## src/rtl/uart_baudgen_frac.sv

```systemverilog
// Fractional-divisor UART bit-timing generator: TX strobes at bit ends, RX strobes at bit centres.
// Strobes are combinational from registered counters; no backpressure, divisor changes land only at period starts.
module uart_baudgen_chan #(
    parameter int DIV_W          = 16,
    parameter int FRAC_W         = 4,
    parameter int RESET_DIV_INT  = 868,
    parameter int RESET_DIV_FRAC = 1,
    parameter bit CENTRE         = 1'b0
) (
    input  logic              clk,
    input  logic              rst_n,
    input  logic              en,
    input  logic              restart,
    input  logic              load,
    input  logic [DIV_W-1:0]  shadow_int,
    input  logic [FRAC_W-1:0] shadow_frac,
    output logic              strb,
    output logic              upd
);
    localparam logic [DIV_W:0] ONE_X = {{DIV_W{1'b0}}, 1'b1};

    logic [DIV_W-1:0]  cnt;
    logic [DIV_W-1:0]  div_int;
    logic [DIV_W-1:0]  eff_int;
    logic [FRAC_W-1:0] acc;
    logic [FRAC_W-1:0] div_frac;
    logic [FRAC_W-1:0] eff_frac;
    logic [DIV_W:0]    period;
    logic [DIV_W:0]    cnt_x;
    logic [FRAC_W:0]   acc_sum;
    logic              running;
    logic              active;
    logic              wrap;
    logic              pstart;
    logic              apply;

    // The first enabled cycle counts as cycle 0 of the first period; its period is
    // computed at the end of that cycle, so compares are gated by running.
    always_comb begin
        active   = en && !restart;
        cnt_x    = {1'b0, cnt};
        wrap     = running && (cnt_x == period - ONE_X);
        pstart   = active && (!running || wrap);
        apply    = upd && (!active || pstart);
        eff_int  = apply ? shadow_int : div_int;
        eff_frac = apply ? shadow_frac : div_frac;
        acc_sum  = {1'b0, acc} + {1'b0, eff_frac};
        if (CENTRE) begin
            strb = active && running && (cnt_x == (period >> 1));
        end else begin
            strb = active && wrap;
        end
    end

    always_ff @(posedge clk) begin
        if (!rst_n) begin
            cnt      <= '0;
            acc      <= '0;
            period   <= '0;
            running  <= 1'b0;
            upd      <= 1'b0;
            div_int  <= DIV_W'(RESET_DIV_INT);
            div_frac <= FRAC_W'(RESET_DIV_FRAC);
        end else begin
            running <= active;
            // A load coinciding with an apply wins, so the newest shadow is picked up next time.
            if (load) begin
                upd <= 1'b1;
            end else if (apply) begin
                upd <= 1'b0;
            end
            if (apply) begin
                div_int  <= shadow_int;
                div_frac <= shadow_frac;
            end
            if (!active) begin
                cnt <= '0;
                acc <= '0;
            end else if (pstart) begin
                cnt    <= running ? {DIV_W{1'b0}} : {{(DIV_W-1){1'b0}}, 1'b1};
                acc    <= acc_sum[FRAC_W-1:0];
                period <= {1'b0, eff_int} + {{DIV_W{1'b0}}, acc_sum[FRAC_W]};
            end else begin
                cnt <= cnt + {{(DIV_W-1){1'b0}}, 1'b1};
            end
        end
    end
endmodule

module uart_baudgen_frac #(
    parameter int DIV_W          = 16,
    parameter int FRAC_W         = 4,
    parameter int RESET_DIV_INT  = 868,
    parameter int RESET_DIV_FRAC = 1
) (
    input  logic              clk,
    input  logic              rst_n,
    input  logic [DIV_W-1:0]  i_div_int,
    input  logic [FRAC_W-1:0] i_div_frac,
    input  logic              i_div_load,
    input  logic              i_tx_en,
    input  logic              i_tx_restart,
    input  logic              i_rx_en,
    input  logic              i_rx_restart,
    output logic              o_tx_strb,
    output logic              o_rx_strb,
    output logic              o_cfg_err,
    output logic              o_update_pending
);
    logic [DIV_W-1:0]  shadow_int;
    logic [FRAC_W-1:0] shadow_frac;
    logic              tx_upd;
    logic              rx_upd;

    always_ff @(posedge clk) begin
        if (!rst_n) begin
            shadow_int  <= DIV_W'(RESET_DIV_INT);
            shadow_frac <= FRAC_W'(RESET_DIV_FRAC);
            o_cfg_err   <= 1'b0;
        end else if (i_div_load) begin
            shadow_frac <= i_div_frac;
            // Divisors below 2 cannot place a centre strobe inside the bit; clamp and flag.
            if (i_div_int < DIV_W'(2)) begin
                shadow_int <= DIV_W'(2);
                o_cfg_err  <= 1'b1;
            end else begin
                shadow_int <= i_div_int;
            end
        end
    end

    uart_baudgen_chan #(
        .DIV_W(DIV_W), .FRAC_W(FRAC_W), .RESET_DIV_INT(RESET_DIV_INT),
        .RESET_DIV_FRAC(RESET_DIV_FRAC), .CENTRE(1'b0)
    ) u_tx (
        .clk(clk), .rst_n(rst_n), .en(i_tx_en), .restart(i_tx_restart), .load(i_div_load),
        .shadow_int(shadow_int), .shadow_frac(shadow_frac), .strb(o_tx_strb), .upd(tx_upd)
    );

    uart_baudgen_chan #(
        .DIV_W(DIV_W), .FRAC_W(FRAC_W), .RESET_DIV_INT(RESET_DIV_INT),
        .RESET_DIV_FRAC(RESET_DIV_FRAC), .CENTRE(1'b1)
    ) u_rx (
        .clk(clk), .rst_n(rst_n), .en(i_rx_en), .restart(i_rx_restart), .load(i_div_load),
        .shadow_int(shadow_int), .shadow_frac(shadow_frac), .strb(o_rx_strb), .upd(rx_upd)
    );

    assign o_update_pending = tx_upd | rx_upd;
endmodule

```

## config.mk

```make
export PLATFORM = sky130hd
export DESIGN_NAME = uart_baudgen_frac
export DESIGN_NICKNAME = d
export VERILOG_FILES = /design/src/rtl/uart_baudgen_frac.sv
export SDC_FILE = /design/constraint.sdc
export NUM_CORES = 1
export LEC_CHECK = 0
export CORE_MARGIN = 2
export CORE_UTILIZATION = 55
export CTS_CLUSTER_SIZE = 16
export DETAILED_ROUTE_END_ITERATION = 8
export GPL_ROUTABILITY_DRIVEN = 1
export PLACE_DENSITY = 0.73
export SYNTH_ARGS = -nofsm -noshare
export SYNTH_HDL_FRONTEND = slang
export SYNTH_SLANG_ARGS = --single-unit
```

## constraint.sdc

```tcl
create_clock -name clk -period 9.86 [get_ports clk]
set_clock_uncertainty 0.2 [all_clocks]
set_input_delay 1.972 -clock clk [delete_from_list [all_inputs] [get_ports clk]]
set_output_delay 1.972 -clock clk [all_outputs]
set_load 0.1 [all_outputs]
```

* Word level (Yosys, flattened, before mapping) *
Index checks and enable logic that the tools add are counted.

cells by class
  bitwise gates (word level) = 1
  equality and inequality tests = 3
  magnitude comparators = 1
  reductions and logical operators = 28
  muxes and demuxes = 13
  $mul = 0
  add/subtract/negate cells = 8
  shift operators = 0
  div/mod/pow operators = 0

operators with widths
  kind                                                          count
  2-to-1 mux 16 bit                                             5
  adder 16 x 1 -> 17 bit                                        2
  == test 16 x 17 -> 1 bit                                      2
  subtractor 17 x 1 -> 17 bit (second input constant)           2
  adder 16 x 1 -> 16 bit (second input constant)                2
  == test 16 bit                                                1
  less-than comparator 16 x 2 -> 1 bit (second input constant)  1
  logical AND 1 bit                                             11
  adder 4 x 4 -> 5 bit                                          2
  AND reduction 2 bit                                           5
  2-to-1 mux 4 bit                                              2
  logical NOT 1 bit                                             6
  2-to-1 mux 1 bit                                              6
  logical OR 1 bit                                              4
  nonzero test 2 bit                                            2
  bitwise OR 1 bit                                              1

word-level totals
  memories kept = 0
  output and inout port bits = 4
  ROM bits = 0
  register bits after elaboration = 139
  bits in latches = 0
  input bits = 27
  RAM bits = 0

* Logic depth before layout (Yosys ltp) *
  depth in word-level cells = 10
  mapped depth = 25
  gate-level depth less buffers = 23

* Hierarchy *
A second synthesis with hierarchy kept.

second synthesis, totals
  cells, all modules = 1034
  area total of the unflattened synthesis = 8525.7 µm²

modules (own cells, without submodules)
  module                    area each (µm²)  seq. area each (µm²)  cells an instance  times used
  uart_baudgen_chan (u_rx)  3987.6           1181.1                498                1
  uart_baudgen_chan (u_tx)  3712.3           1181.1                459                1
  uart_baudgen_frac         825.8            420.4                 77                 1

* Worst setup path before layout *
No wires, ideal clock.

  path type = in2out
  start = input i_rx_en
  end = output o_rx_strb
  path slack = 2.456 ns
  stages on the path = 3
  buffers on the path = 0
  data arrival time = 5.232 ns
  path through = nor2b_1 -> nand4_1 -> nor4_1

between the ends
  cells in the longest elaborated chain, start to end = 3

ends and longest elaborated chain
  item                            RTL line  source
  start: declaration              103       input logic i_rx_en,
  logical AND 1 bit               40        active = en && !restart;
  logical AND 1 bit (2 in a row)  49        strb = active && running && (cnt_x == (period >> 1));
  end: declaration                106       output logic o_rx_strb,

Every way passes these cells.

* Worst setup path after layout *
  start = register u_tx.period[0]
  end = register u_tx.period[12]

between the ends
  cells in the longest elaborated chain, start to end = 10
  elaborated cells on any way between the ends = 12
  those cells by class = 3 x add/sub; 1 x eq/ne; 2 x mux; 6 x reduce/logical

ends and longest elaborated chain
  item                         RTL line  source
  start: declaration           28        logic [DIV_W:0] period;
  start signal: assignment     82        period <= {1'b0, eff_int} + {{DIV_W{1'b0}}, acc_sum[FRAC_W]};
  subtractor 17 x 1 -> 17 bit  42        wrap = running && (cnt_x == period - ONE_X);
  == test 16 x 17 -> 1 bit     42
  logical AND 1 bit            42
  logical OR 1 bit             43        pstart = active && (!running || wrap);
  logical AND 1 bit            43
  logical OR 1 bit             44        apply = upd && (!active || pstart);
  logical AND 1 bit            44
  2-to-1 mux 4 bit             46        eff_frac = apply ? shadow_frac : div_frac;
  named net u_tx.eff_frac[0]   27        logic [FRAC_W-1:0] eff_frac;
  adder 4 x 4 -> 5 bit         47        acc_sum = {1'b0, acc} + {1'b0, eff_frac};
  adder 16 x 1 -> 17 bit       82

The timed path passes the listed nets, and every way through them passes these cells.
A chain may end at the register's enable or synchronous reset.

==> flow_summary.toml <==
[global_routing]
grt-ovfl-total = 0
grt_max_degree = 50
busiest_layer = "met2"
grt_pass1_wl_um = 31100
grtUsageMet3_pct = 4.48
grt.total_usage_pct = 24.6
gr-usage-met1_pct = 33.5
antenna_found_initial = 0
grt_pass1_vias = 6152
use_met2_pct = 39.3

[power_and_ir_drop]
seqPwrFrac_pct = 43.0
sw_frac_of_total_pct = 24.4
peakVddDrop_uv = 125
power_switching_uw = 344
power_frac_comb_pct = 10.7
p_per_area_nw_per_um2 = 160
clkPwrFrac_pct = 46.4
p_int_mw = 1.07
leakage_nw = 3.45

[setup_path]
path_max_fanout = 43
crit_arrival_ns = 6.59
r2r_cells = 24
cp-start-kind = "register"
reg2reg_to = "u_tx.period[12]"
required_ns = 9.97
r2r_slack_ns = 3.37
cp-endpoint = "u_tx.period[12]"
path_class = "reg2reg"
end_kind = "register"
r2r-start = "u_tx.period[0]"
crit_start = "u_tx.period[0]"

[drt]
first_pass_iters = 5
num_vias = 6515
drc = 0
drtIter0Drc = 585
vias_per_cell = 5.83
routed_wl_um = 18500
ant_nets = 0
wl_per_cell_um = 16.6

[yosys]
ys.flop_type = "dfxtp_1"
ys_ff_latch = 139
synth_cells = 939
synth.cell_area_sq_um = 7950
async_flop_share_pct = 0
synth_top_cell_by_area = "dfxtp_1"
synth_top_area_share_pct = 35.0
synth_edf_count = 0
syn_nets = 984
ys_types = 62
synthTopCellsByArea = "dfxtp_1 (35%), mux2i_1 (8.8%), xor2_1 (7.0%)"
synth_seq_area_share_pct = 35.0
synth_warnings = 0
avgSynthCellArea_sq_um = 8.47

[sta]
setup_ws_ns = 3.37
fin_hold_ws_ns = 0.275
tns_ns = 0
worstMarginPinSlew_ns = 1.22
hold_viol = 0
finalCriticalPeriod_ns = 6.49
post-route-period-util_pct = 65.8
rsz0062_at_grt = "no"
slew_headroom_pct = 18.1
finalSetupViolations = 0
slew_violations = 0
max_freq_mhz = 154

[cts]
cts.sinks = 139
cts_buffers = 17
root_buffer = "clkbuf_16"
post_cts_resized = 0
cts_buffer_depth = 2
cts_tree = "built"
clkLatencyLatePin_ns = 0.42
h-tree-depth = 4
postCtsSetupBuffers = 0
holdBufCountCts = 0
clk_pin_slew_ns = 0.06

[floorplan]
die_w_um = 124
row_count = 43
start_util_pct = 56.9
pin_count = 31
core_area_sq_um = 14000
die-area_sq_um = 15400
die_h_um = 124

[run_status]
outcome = "complete, no violations"

[placement]
numPortBuffers = 30
gp_congestion = 0.907
dp.cells = 1089
dp_slack_ns = 3.18
dp_hpwl_um = 13000

[run]
drv_cap = 0

[finish]
multiInputGateArea_sq_um = 4810
syn2layout_area_growth_pct = 11.0
layout.nets = 973
layoutNonFillerInstCount = 1118
drive_above_1_share_pct = 6.29
fill_cells = 1202
final_cell_mix = "dfxtp_1 (139), nor2_1 (107), nand2_1 (77)"
diodes = 0
register_area_sq_um = 2780
final_common_cell = "dfxtp_1"

[min_path]
hp-class = "reg2reg"
[cell type report]
| type | instances | share of cell area, % |
|---|---|---|
| clock inverters | 7 | 1.30 |
| well taps | 180 | 2.55 |
| flip-flops and latches | 139 | 31.5 |
| inverters | 23 | 0.978 |
| repair buffers | 33 | 3.66 |
| clock buffers | 22 | 5.48 |
| multi-input cells | 714 | 54.5 |
[critical path: stages, from the launching register on]
cell      delay, ns
dfxtp_1        0.36
inv_1          0.08
ha_1           0.18
nor4b_1        0.65
nand2_1        0.18
o31ai_2        0.28
nand4_1        0.12
or4_4          0.56
o31ai_4        0.19
buf_4          0.51
mux2_2         0.27
ha_1           0.15
inv_1          0.05
fa_1           0.41
nor2b_1        0.13
o21ai_0        0.08
nand2b_1       0.08
ha_1           0.28
ha_1           0.38
nand4_1        0.23
nor2_1         0.26
nand3_1        0.12
xnor2_1        0.15
mux2_2         0.27
a22o_1         0.20
[power by group through the flow]
stage | clock network, mW | registers, mW | logic (mW)
global route | 0.687 | 0.607 | 0.165
global placement | 0 | 0.616 | 0.146
CTS | 0.661 | 0.604 | 0.149
floorplan | 0 | 0.600 | 0.123
finish | 0.653 | 0.605 | 0.150
detailed placement | 0 | 0.616 | 0.148
[metal layers]
metal	wire, um	part of all wire [%]	vias to the layer above
met4	362	2.0	0
met2	8510	46	187
met1	8860	48	3063
met5	0	0	-
li1	-	-	3236
met3	773	4.2	29
[how the worst min path moves through the flow]
stage / startpoint / slack, ns / depth (start not counted) / end
finish: o_cfg_err / 0.27 / 2 / o_cfg_err
floorplan: shadow_frac[0] / 0.25 / 2 / shadow_frac[0]
global placement: o_cfg_err / 0.26 / 2 / o_cfg_err
CTS: o_cfg_err / 0.28 / 2 / o_cfg_err
detailed placement: o_cfg_err / 0.27 / 2 / o_cfg_err
global route: u_tx.period[16] / 0.32 / 1 / u_tx.period[16]
[per-stage QoR]
step | utilization [%] | total power [mW] | instance area, sq um
after floorplan | - | 0.723 | 7950
after global placement | 58.8 | 0.762 | 8230
after detailed placement | 58.8 | 0.764 | 8230
after CTS | 63.1 | 1.41 | 8830
after global routing | 63.1 | 1.46 | 8830
final | 63.1 | 1.41 | 8830
[state kept, by name (all words and copies together) (netlist names), 4 cells and up]
name,flops
u_tx.period,17
u_tx.cnt,16
u_rx.div_frac,4
u_tx.acc,4
u_tx.div_int,16
u_rx.div_int,16
u_tx.div_frac,4
u_rx.acc,4
u_rx.period,17
u_rx.cnt,16
shadow_int,16
shadow_frac,4
[logic make-up after synthesis]
logic type                 synth area share (%)
xor gates and xnor gates                   13.7
adders and majority gates                  3.02
DFF                                        35.0
AOI/OAI and AO/OA                          9.96
buffers and inverters                      4.48
muxes                                      11.1
and+or+nand+nor                            22.8
[synth_stat cells (4+ instances only)]
master / n
a21oi_1: 33
nor4_1: 8
inv_1: 23
nand4_1: 21
clkbuf_1: 49
and2_1: 15
a21o_1: 6
dfxtp_1: 139
or3_1: 4
o21a_1: 4
a22o_1: 10
xnor2_1: 60
buf_2: 6
xor2_1: 64
and4_1: 6
nand3_1: 67
nor2b_1: 6
and3_1: 16
nand2_1: 77
nor4b_1: 5
nor2_1: 107
ha_1: 16
a211o_1: 4
a31oi_1: 5
nor3_1: 17
or4_1: 4
o21ai_0: 18
mux2_2: 14
o211ai_1: 8
nand2b_1: 5
mux2i_1: 70
buf_1: 4
Power figures use the tool's default switching activity.
